[src/rtl/serial_adder.sv]
// Bit-serial adder: one full-adder cell and a registered carry, fed LSB-first
// from operand shift registers, with valid/ready handshakes on both sides.
module serial_adder #(
    parameter int unsigned WIDTH = 8
) (
    input  logic             clk,
    input  logic             rst_n,
    input  logic             in_valid,
    output logic             in_ready,
    input  logic [WIDTH-1:0] a,
    input  logic [WIDTH-1:0] b,
    input  logic             cin,
    output logic             out_valid,
    input  logic             out_ready,
    output logic [WIDTH-1:0] sum,
    output logic             cout,
    output logic             busy
);

    localparam int unsigned    CW   = (WIDTH > 1) ? $clog2(WIDTH) : 1;
    localparam logic [CW-1:0]  LAST = CW'(WIDTH - 1);

    typedef enum logic [1:0] {
        IDLE  = 2'd0,
        SHIFT = 2'd1,
        DONE  = 2'd2
    } state_t;

    state_t           state_q;
    logic [WIDTH-1:0] a_q, b_q, ps_q, sum_q;
    logic [WIDTH-1:0] ps_d;
    logic             c_q, cout_q;
    logic             s_bit, c_bit;
    logic [CW-1:0]    cnt_q;

    // Full-adder cell; the new sum bit enters the partial sum from the MSB end.
    always_comb begin
        s_bit           = a_q[0] ^ b_q[0] ^ c_q;
        c_bit           = (a_q[0] & b_q[0]) | (b_q[0] & c_q) | (a_q[0] & c_q);
        ps_d            = ps_q >> 1;
        ps_d[WIDTH-1]   = s_bit;
    end

    always_ff @(posedge clk or negedge rst_n) begin
        if (!rst_n) begin
            state_q <= IDLE;
            a_q     <= '0;
            b_q     <= '0;
            ps_q    <= '0;
            sum_q   <= '0;
            c_q     <= 1'b0;
            cout_q  <= 1'b0;
            cnt_q   <= '0;
        end else begin
            case (state_q)
                IDLE: begin
                    if (in_valid) begin
                        a_q     <= a;
                        b_q     <= b;
                        c_q     <= cin;
                        cnt_q   <= '0;
                        state_q <= SHIFT;
                    end
                end
                SHIFT: begin
                    ps_q  <= ps_d;
                    a_q   <= a_q >> 1;
                    b_q   <= b_q >> 1;
                    c_q   <= c_bit;
                    cnt_q <= cnt_q + 1'b1;
                    if (cnt_q == LAST) begin
                        sum_q   <= ps_d;
                        cout_q  <= c_bit;
                        state_q <= DONE;
                    end
                end
                DONE: begin
                    if (out_ready) begin
                        state_q <= IDLE;
                    end
                end
                default: state_q <= IDLE;
            endcase
        end
    end

    assign in_ready  = (state_q == IDLE);
    assign busy      = (state_q == SHIFT);
    assign out_valid = (state_q == DONE);
    assign sum       = sum_q;
    assign cout      = cout_q;

endmodule

[config.mk]
export PLATFORM = sky130hd
export DESIGN_NAME = serial_adder
export DESIGN_NICKNAME = d
export VERILOG_FILES = /design/src/rtl/serial_adder.sv
export SDC_FILE = /design/constraint.sdc
export NUM_CORES = 1
export LEC_CHECK = 0
export ABC_CLOCK_PERIOD_IN_PS = 1600
export CAP_MARGIN = 20
export CORE_MARGIN = 4
export CORE_UTILIZATION = 50
export CTS_CLUSTER_SIZE = 12
export DETAILED_ROUTE_END_ITERATION = 7
export GPL_ROUTABILITY_DRIVEN = 0
export PLACE_DENSITY_LB_ADDON = 0.1
export SLEW_MARGIN = 20
export SYNTH_ARGS = -nofsm -noshare
export SYNTH_HDL_FRONTEND = slang
export SYNTH_SLANG_ARGS = --single-unit
export TNS_END_PERCENT = 50
[constraint.sdc]
create_clock -name clk -period 1.6 [get_ports clk]
set_input_delay 0.4 -clock clk [delete_from_list [all_inputs] [get_ports clk]]
set_output_delay 0.4 -clock clk [all_outputs]
set_load 0.01 [all_outputs]
==> run_results.csv, run 1 <==
group,metric,value,unit
clock_tree,worst_setup_hold_path_clk_slew,0.11,ns
logic_synthesis,syn_area,1670,um2
logic_synthesis,post_synth_and_or_nand_nor_area_fraction,0.0972,
logic_synthesis,synthesis.area_per_instance,11.6,um2
pwr,switchingPower,1430,uW
pwr,power.sequential.fraction,0.433,
logic_synthesis,yosys_warnings,0,
logic_synthesis,netlist_top_cells_count,"dfrtp_1 (38), o22ai_1 (24), nand2_1 (23)",
floorplanning,placementRows,20,
run,maxCapViolations,0,
floorplanning,design.die.area,4330,um2
clock_tree,tritoncts.num_buffers,5,
pwr,ir_worst_vdd,0.000954,V
grt,final_global_route_overflow_total,0,
final_layout,drive_gt1_frac,0.196,
critical_path,cp-end-kind,"primary output",
critical_path,type_of_origin_of_the_critical_path,"register",
floorplanning,top_level_ports,33,
final_layout,finalCoreUtilization,0.675,
logic_synthesis,post_synth_fa_ha_maj_area_fraction,0.0269,
logic_synthesis,synth_top_family_by_area,"compound AO/OA/AOI/OAI gates",
logic_synthesis,netlist.top_cell.by_area,"dfrtp_1",
sta,worst_pin_slew,0.343,ns
routing,vias,1263,
sta,rsz0062_at_grt,"false",
routing,drt-wirelength-per-cell,15.0,um
sta,skew,0.00997,ns
run_status,run_status,"finished, final reports clean",
pwr,leakage,0.000994,uW
logic_synthesis,muxShareOfSynthArea,0.0808,
sta,min_period_over_period,0.947,
clock_tree,clk-insertion-delay-late,0.33,ns
floorplanning,floorplan.die.width,65.8,um
logic_synthesis,synthDominantCellAreaShare,0.568,
sta,timing.max_slew.rel_slack,0.771,
sta,achievable_freq,0.660,GHz
sta,final_period_minus_worst_setup_slack,1.51,ns
routing,route.final.wire_length,3430,um
logic_synthesis,synth_top_cells_by_area,"dfrtp_1 (57%), o22ai_1 (9.0%), mux2_4 (8.1%)",
critical_path,criticalPathCategory,"reg -> out",
floorplanning,initial_core_util,0.535,
critical_path,crit_required,1.20,ns
critical_path,r2r_slack,0.15,ns
routing,dr.pass1.iters,4,
grt,grt_pass1_wl,6130,um
routing,initialDrtViolationCount,57,
hold_path,min-delay-path-class,"in -> async",
final_layout,register_area,952,um2
critical_path,critical_path_arrival,1.11,ns
critical_path,timing.critical_path.fanout_max,7,
final_layout,num-nets-final,207,
final_layout,multi_input_area,656,um2
clock_tree,cts-htree-levels,2,
grt,grt_pass1_vias,1308,
place,detailed_place_hpwl,2450,um
grt,grt_max_degree,39,
floorplanning,core-area,3130,um2
final_layout,num_antenna_cells,0,
logic_synthesis,synth-compound-area-share,0.181,
logic_synthesis,commonest_register_cell_after_synthesis,"dfrtp_1",
clock_tree,tritoncts,"yes",
logic_synthesis,yosysSeqAreaShare,0.568,
logic_synthesis,syn-num-nets,168,
grt,groute.usage.overall,0.184,
final_layout,synthToLayoutAreaGrowth,26.2,%
logic_synthesis,number_of_synthesized_flops_with_an_enable_pin,0,
sta,holdWs,0.0111,ns
clock_tree,tritoncts_num_sinks,38,
logic_synthesis,post_synth_num_cell_types,24,
sta,max_slew_violation_count,0,
routing,route.detailed.vias_per_inst,5.54,
logic_synthesis,postSynthRegisterBits,38,
logic_synthesis,netlist_instances,144,
critical_path,startpoint_of_the_most_critical_register_to_register_path,"cnt_q[0]",
clock_tree,clock_tree.buffer_depth,2,
logic_synthesis,ys_async_sr_fraction,1.00,
grt,grt_antenna_before_repair,0,
pwr,clock_network_power_share,0.129,
pwr,power_density,1860,nW/um2
final_layout,number_of_filler_instances_in_the_final_layout,270,
pwr,power_frac_comb,0.438,
floorplanning,vertical_die_dimension,65.8,um
place,portBuffers,32,
sta,hold_violations,0,
routing,drcViolationCount,0,
routing,antenna_left,0,
logic_synthesis,synth_xor_area_frac,0,
clock_tree,ctsHoldBuffers,0,
pwr,internal_power,2500,uW
critical_path,worstRegToRegCells,4,
critical_path,worst_r2r_endpoint,"sum[0]",
sta,setup_viol,0,
clock_tree,clock-root-buffer,"clkbuf_4",
pwr,switching_share,0.364,
logic_synthesis,synth_most_common_cell,"dfrtp_1",
==> per-layer routing <==
metal / vias to the layer above / global-route usage / part of all wire
met2: 25 / 0.309 / 0.50
met4: 0 / 0.0544 / 0.015
met3: 7 / 0.0408 / 0.033
met5: - / 0 / 0
li1: 601 / - / -
met1: 630 / 0.237 / 0.45
==> layout make-up <==
type / instances / area share
sequential: 38 / 0.451
inverter: 3 / 0.00889
timing repair buffer: 41 / 0.175
clock inverter: 1 / 0.00237
clock buffer: 7 / 0.0261
tap: 44 / 0.0261
multi-input combinational: 94 / 0.311
==> critical path, stage by stage, from the launching register on <==
cell and delay (ns):
dfrtp_1 0.39, buf_4 0.16, inv_2 0.06, nor2_2 0.03
buf_2 0.14
==> worst max path at each step <==
stage          cells past startpoint        from   endpoint
2_1_floorplan                      4    cnt_q[0]       cout
3_3_place_gp                       4  state_q[1]  out_valid
3_5_place_dp                       4    in_valid     a_q[3]
4_1_cts                            3  state_q[1]       busy
5_1_grt                            4  state_q[1]  out_valid
6_report                           4  state_q[1]  out_valid
==> per-stage QoR <==
| stage | total power [uW] | TNS (ns) | std cells | setup slack (ns) | cell area, um2 |
|---|---|---|---|---|---|
| global route | 4260 | 0 | 228 | 0.00480 | 2110 |
| detailed placement | 3530 | -0.290 | 220 | -0.0522 | 2070 |
| global placement | 3430 | 0 | 220 | 0.0176 | 2070 |
| finish | 3920 | 0 | 228 | 0.0856 | 2110 |
| floorplan | 2900 | 0 | 144 | 0.247 | 1670 |
| CTS | 3970 | 0 | 228 | 0.0157 | 2110 |
==> sequential cells by signal, summed over array words and instances (netlist names) <==
name     flops
a_q          8
b_q          8
sum          8
ps_q         7
cnt_q        3
state_q      2
c_q          1
cout         1
==> cell families after synthesis <==
logic type	after synthesis
AND/OR/NAND/NOR	35
multiplexers	9
adder cells (fa/ha/maj)	3
AO/OA/AOI/OAI	47
buffers and inverters	12
flip-flops	38
==> cells in the final DEF, fill, tap and decap left out, types with 4 or more instances in the layout <==
cell type and instances:
dfrtp_1 37, o22ai_1 24, nand2_1 23, clkdlybuf4s50_1 19
a21oi_1 11, mux2_4 9, dlygate4sd2_1 9, buf_4 8
a2bb2oi_1 6, clkbuf_4 5, nor2_1 4
==> power by group through the flow <==
stage | combinational [uW] | clock (uW) | sequential (uW)
2_1_floorplan | 1210 | 0 | 1690
3_3_place_gp | 1740 | 0 | 1690
3_5_place_dp | 1820 | 0 | 1710
4_1_cts | 1740 | 528 | 1700
5_1_grt | 1920 | 575 | 1760
6_report | 1720 | 507 | 1700
==> what timing repair did <==
| action | CTS | global route |
|---|---|---|
| setup endpoints to repair | 12 | 2 |
| gates resized for setup | 22 | 2 |
| buffers inserted | 0 | 0 |
Note: power is estimated with default switching activity, not from simulation.
==> run 2, diff against run 1 <==
CELL_PAD_IN_SITES_DETAIL_PLACEMENT = 1   (was default)
CELL_PAD_IN_SITES_GLOBAL_PLACEMENT = 2   (was default)
CORE_UTILIZATION = 33   (was 50)
==> run_results.csv, run 2 (synthesis gave the netlist of run 1 again) <==
group,metric,value,unit
run_status,run_status,"finished, final reports clean",
place,portBuffers,32,
clock_tree,clk-insertion-delay-late,0.29,ns
critical_path,startpoint_of_the_most_critical_register_to_register_path,"cnt_q[0]",
routing,dr.pass1.iters,4,
grt,grt_pass1_wl,6700,um
sta,achievable_freq,0.663,GHz
critical_path,type_of_origin_of_the_critical_path,"register",
clock_tree,tritoncts_num_sinks,38,
critical_path,crit_slowest_cell,"dfrtp_1",
critical_path,criticalPathCategory,"reg -> out",
grt,grt_pass1_vias,1382,
clock_tree,clock-root-buffer,"clkbuf_8",
sta,min_period_over_period,0.943,
floorplanning,design.die.area,6270,um2
floorplanning,core-area,4820,um2
final_layout,number_of_filler_instances_in_the_final_layout,545,
pwr,power_density,1880,nW/um2
critical_path,path_cells,"nand2b_4 -> inv_8 -> clkdlybuf4s15_1",
grt,final_global_route_overflow_total,0,
critical_path,worstRegToRegCells,4,
place,detailed_place_hpwl,2760,um
grt,grt_antenna_before_repair,0,
floorplanning,vertical_die_dimension,79.2,um
critical_path,crit_required,1.20,ns
routing,route.final.wire_length,3920,um
floorplanning,initial_core_util,0.347,
sta,rsz0062_at_grt,"false",
critical_path,cp-end-kind,"primary output",
run,maxCapViolations,0,
sta,skew,0.00544,ns
final_layout,register_area,952,um2
pwr,leakage,0.00109,uW
critical_path,critical_path_arrival,1.11,ns
final_layout,finalCoreUtilization,0.459,
clock_tree,worst_setup_hold_path_clk_slew,0.07,ns
routing,route.detailed.vias_per_inst,4.99,
critical_path,worst_r2r_endpoint,"sum[3]",
critical_path,timing.critical_path.fanout_max,2,
sta,timing.max_slew.rel_slack,0.727,
sta,hold_violations,0,
floorplanning,placementRows,25,
critical_path,worst_path_largest_cell_delay,0.38,ns
final_layout,num-nets-final,208,
final_layout,multi_input_area,653,um2
critical_path,crit_buf_inv,2,
sta,final_period_minus_worst_setup_slack,1.51,ns
routing,antenna_left,0,
grt,groute.usage.overall,0.138,
routing,drcViolationCount,0,
sta,finalSetupTns,0,ns
clock_tree,tritoncts,"yes",
routing,initialDrtViolationCount,22,
final_layout,synthToLayoutAreaGrowth,32.2,%
final_layout,top_library_cells_by_usage_in_the_layout_fill_and_taps_aside,"dfrtp_1 (37), o22ai_1 (24), nand2_1 (23)",
final_layout,final_common_cell,"dfrtp_1",
clock_tree,cts-htree-levels,2,
routing,drt-wirelength-per-cell,15.6,um
sta,setup_viol,0,
floorplanning,top_level_ports,33,
final_layout,drive_gt1_frac,0.189,
clock_tree,post_cts_buffers,0,
hold_path,min-delay-path-class,"in -> async",
critical_path,r2r_slack,0.17,ns
sta,worst_pin_slew,0.410,ns
floorplanning,floorplan.die.width,79.2,um
clock_tree,tritoncts.num_buffers,5,
grt,grt_max_degree,23,
clock_tree,clock_tree.buffer_depth,2,
sta,max_slew_violation_count,0,
pwr,ir_worst_vdd,0.000566,V
routing,vias,1257,
critical_path,crit_path_start,"state_q[1]",
final_layout,num_antenna_cells,0,
critical_path,timing.critical_path.max_delay_family,"flip-flops",
[run 2: worst max-delay path by stage]
stage,to,slack (ns),depth (start not counted)
2_1_floorplan,cout,0.25,4
3_3_place_gp,busy,-0.01,3
3_5_place_dp,a_q[4],-0.03,4
4_1_cts,out_valid,-0.01,4
5_1_grt,in_ready,0.02,3
6_report,busy,0.09,3
[run 2: power breakdown]
part	internal [uW]	switching (uW)
clock	348	333
sequential	1410	303
combinational	928	843
[run 2: routing by layer]
layer  track usage  wire length (um)
met1         0.169              1760
met2         0.235              1990
met3        0.0420               129
met4        0.0361                39
met5             0                 0
[run 2: area by class of cell]
class,count,share of cell area
clock buffers,7,0.0390
clock inverters,1,0.00226
inverters,3,0.00849
multi-input cells,94,0.295
flip-flops and latches,38,0.431
well taps,67,0.0379
repair buffers,42,0.186
[run 2: timing repair]
action | in CTS | in global routing
pin swaps | 0 | 0
hold buffers | 0 | 0
gates resized for setup | 10 | 11
endpoints found under the hold margin | 0 | 0
endpoints found under the setup margin | 4 | 10
[run 2: stage by stage]
step / setup slack, ns / hold slack, ns / std cells / cell area, um2 / power, uW
final: 0.0915 / 0.0350 / 252 / 2210 / 4160
after global placement: -0.0110 / 0.349 / 244 / 2100 / 3490
after floorplan: 0.247 / 0.104 / 144 / 1670 / 2900
after detailed placement: -0.0325 / 0.361 / 244 / 2100 / 3570
after CTS: -0.0133 / 0.0430 / 252 / 2190 / 4260
after global routing: 0.0218 / 0.0535 / 252 / 2210 / 4530
==> run 3, diff against run 2 <==
CELL_PAD_IN_SITES_GLOBAL_PLACEMENT = 1   (was 2)
CORE_UTILIZATION = 40   (was 33)
MAX_ROUTING_LAYER = met4   (was default)
==> run_results.csv, run 3 (synthesis gave the netlist of run 1 again) <==
group,metric,value,unit
critical_path,crit_slowest_cell,"dfrtp_1",
routing,antenna_left,0,
critical_path,cp-end-kind,"primary output",
floorplanning,vertical_die_dimension,72.7,um
final_layout,num-nets-final,209,
routing,route.detailed.vias_per_inst,5.33,
critical_path,worst_path_largest_cell_delay,0.39,ns
grt,grt_max_degree,39,
final_layout,finalNonFillerCells,236,
run_status,run_status,"finished, final reports clean",
place,place_area,2080,um2
pwr,leakage,0.00105,uW
clock_tree,clock-root-buffer,"clkbuf_8",
critical_path,worst_r2r_endpoint,"sum[7]",
clock_tree,tritoncts_num_sinks,38,
final_layout,synthToLayoutAreaGrowth,30.4,%
sta,min_period_over_period,0.948,
place,detailed_place_hpwl,2860,um
routing,dr.pass1.iters,4,
pwr,ir_worst_vdd,0.000799,V
grt,grt_pass1_vias,1340,
routing,vias,1258,
grt,grt_antenna_before_repair,0,
place,portBuffers,32,
floorplanning,initial_core_util,0.415,
sta,timing.max_slew.rel_slack,0.766,
critical_path,crit_required,1.20,ns
critical_path,timing.critical_path.fanout_max,3,
sta,setup_slack,0.0825,ns
floorplanning,design.die.area,5280,um2
pwr,power_density,1930,nW/um2
routing,drcViolationCount,0,
run,maxCapViolations,0,
critical_path,worstRegToRegCells,4,
clock_tree,worst_setup_hold_path_clk_slew,0.08,ns
critical_path,path_cells,"buf_4 -> nor2_1 -> buf_2",
grt,grt_pass1_wl,6760,um
place,placedCellCount,226,
sta,worst_pin_slew,0.350,ns
critical_path,r2r_slack,0.13,ns
routing,route.final.wire_length,4020,um
routing,initialDrtViolationCount,45,
clock_tree,tritoncts.num_buffers,5,
critical_path,critical_path_arrival,1.12,ns
final_layout,num_antenna_cells,0,
critical_path,type_of_origin_of_the_critical_path,"register",
hold_path,min-delay-path-class,"in -> async",
sta,hold_violations,0,
floorplanning,core-area,4030,um2
final_layout,finalCoreUtilization,0.541,
grt,final_global_route_overflow_total,0,
clock_tree,clk-insertion-delay-late,0.29,ns
clock_tree,cts-htree-levels,2,
sta,achievable_freq,0.659,GHz
critical_path,criticalPathCategory,"reg -> out",
floorplanning,top_level_ports,33,
sta,skew,0.00887,ns
sta,setup_viol,0,
sta,final_period_minus_worst_setup_slack,1.52,ns
grt,groute.usage.overall,0.173,
final_layout,design_area,2180,um2
final_layout,top_library_cells_by_usage_in_the_layout_fill_and_taps_aside,"dfrtp_1 (38), o22ai_1 (24), nand2_1 (23)",
floorplanning,placementRows,23,
final_layout,drive_gt1_frac,0.194,
sta,max_slew_violation_count,0,
floorplanning,floorplan.die.width,72.7,um
clock_tree,tritoncts,"yes",
place,dp_worst_setup_slack,-0.00978,ns
routing,drt-wirelength-per-cell,17.0,um
clock_tree,clock_tree.buffer_depth,2,
sta,rsz0062_at_grt,"false",
critical_path,startpoint_of_the_most_critical_register_to_register_path,"cnt_q[0]",
final_layout,final_common_cell,"dfrtp_1",
-- run 3: cell types whose count changed in the layout (fill, tap and decap cells not counted), sizes merged --
cell,change
dlygate4sd2,+5
clkbuf,-1
clkdlybuf4s15,-1
clkdlybuf4s50,+1
dlymetal6s2s,-5
buf,+1
clkinvlp,+1
-- run 3: layout make-up --
| type | count | area [um2] |
|---|---|---|
| clock inverter | 2 | 12.5 |
| multi-input combinational | 94 | 653 |
| sequential | 38 | 951 |
| fill | 437 | 1850 |
| clock buffer | 6 | 82.6 |
| tap | 50 | 62.6 |
| inverter | 3 | 18.8 |
| timing repair buffer | 43 | 400 |
-- run 3: worst max path at each step --
stage / start / endpoint / slack, ns / cells after the start
after floorplan: cnt_q[0] / cout / 0.25 / 4
after global placement: state_q[1] / busy / -0.006 / 3
after detailed placement: state_q[1] / busy / -0.01 / 3
after CTS: sum[1] / sum[1] / 0.002 / 1
after global routing: state_q[0] / out_valid / 0.03 / 3
final: state_q[0] / out_valid / 0.08 / 3
-- run 3: worst max-delay path, delay by kind of cell (launching register included) --
family	cells	cell delay (ns)
and+or+nand+nor	1	0.14
buffers and inverters	2	0.30
DFF	1	0.39
-- run 3: what timing repair did --
| action | in CTS | in global routing |
|---|---|---|
| resized for setup | 17 | 5 |
| buffers inserted | 2 | 0 |
| cloned | 0 | 0 |
| setup endpoints to repair | 9 | 5 |
| hold buffers | 0 | 0 |
-- run 3: metal layers --
layer | vias to the layer above | GRT usage | part of all wire | routed length [um]
li1 | 605 | - | - | -
met1 | 621 | 0.216 | 0.45 | 1820
met2 | 30 | 0.277 | 0.50 | 2010
met3 | 2 | 0.0468 | 0.043 | 173
met4 | 0 | 0.0492 | 0.0055 | 22
met5 | - | - | 0 | 0
-- run 3: report_power, final --
group / total, uW / switching, uW / internal, uW
combinational: 1800 / 880 / 923
clock: 691 / 345 / 346
sequential: 1710 / 309 / 1400
total: 4210 / 1530 / 2670
-- run 3: metrics by stage --
stage               hold slack, ns   TNS, ns  total power (uW)
global placement             0.461  -0.00576              3460
floorplan                    0.104         0              2900
finish                       0.479         0              4210
global route                 0.500         0              4540
detailed placement           0.488   -0.0182              3590
CTS                          0.484         0              4290
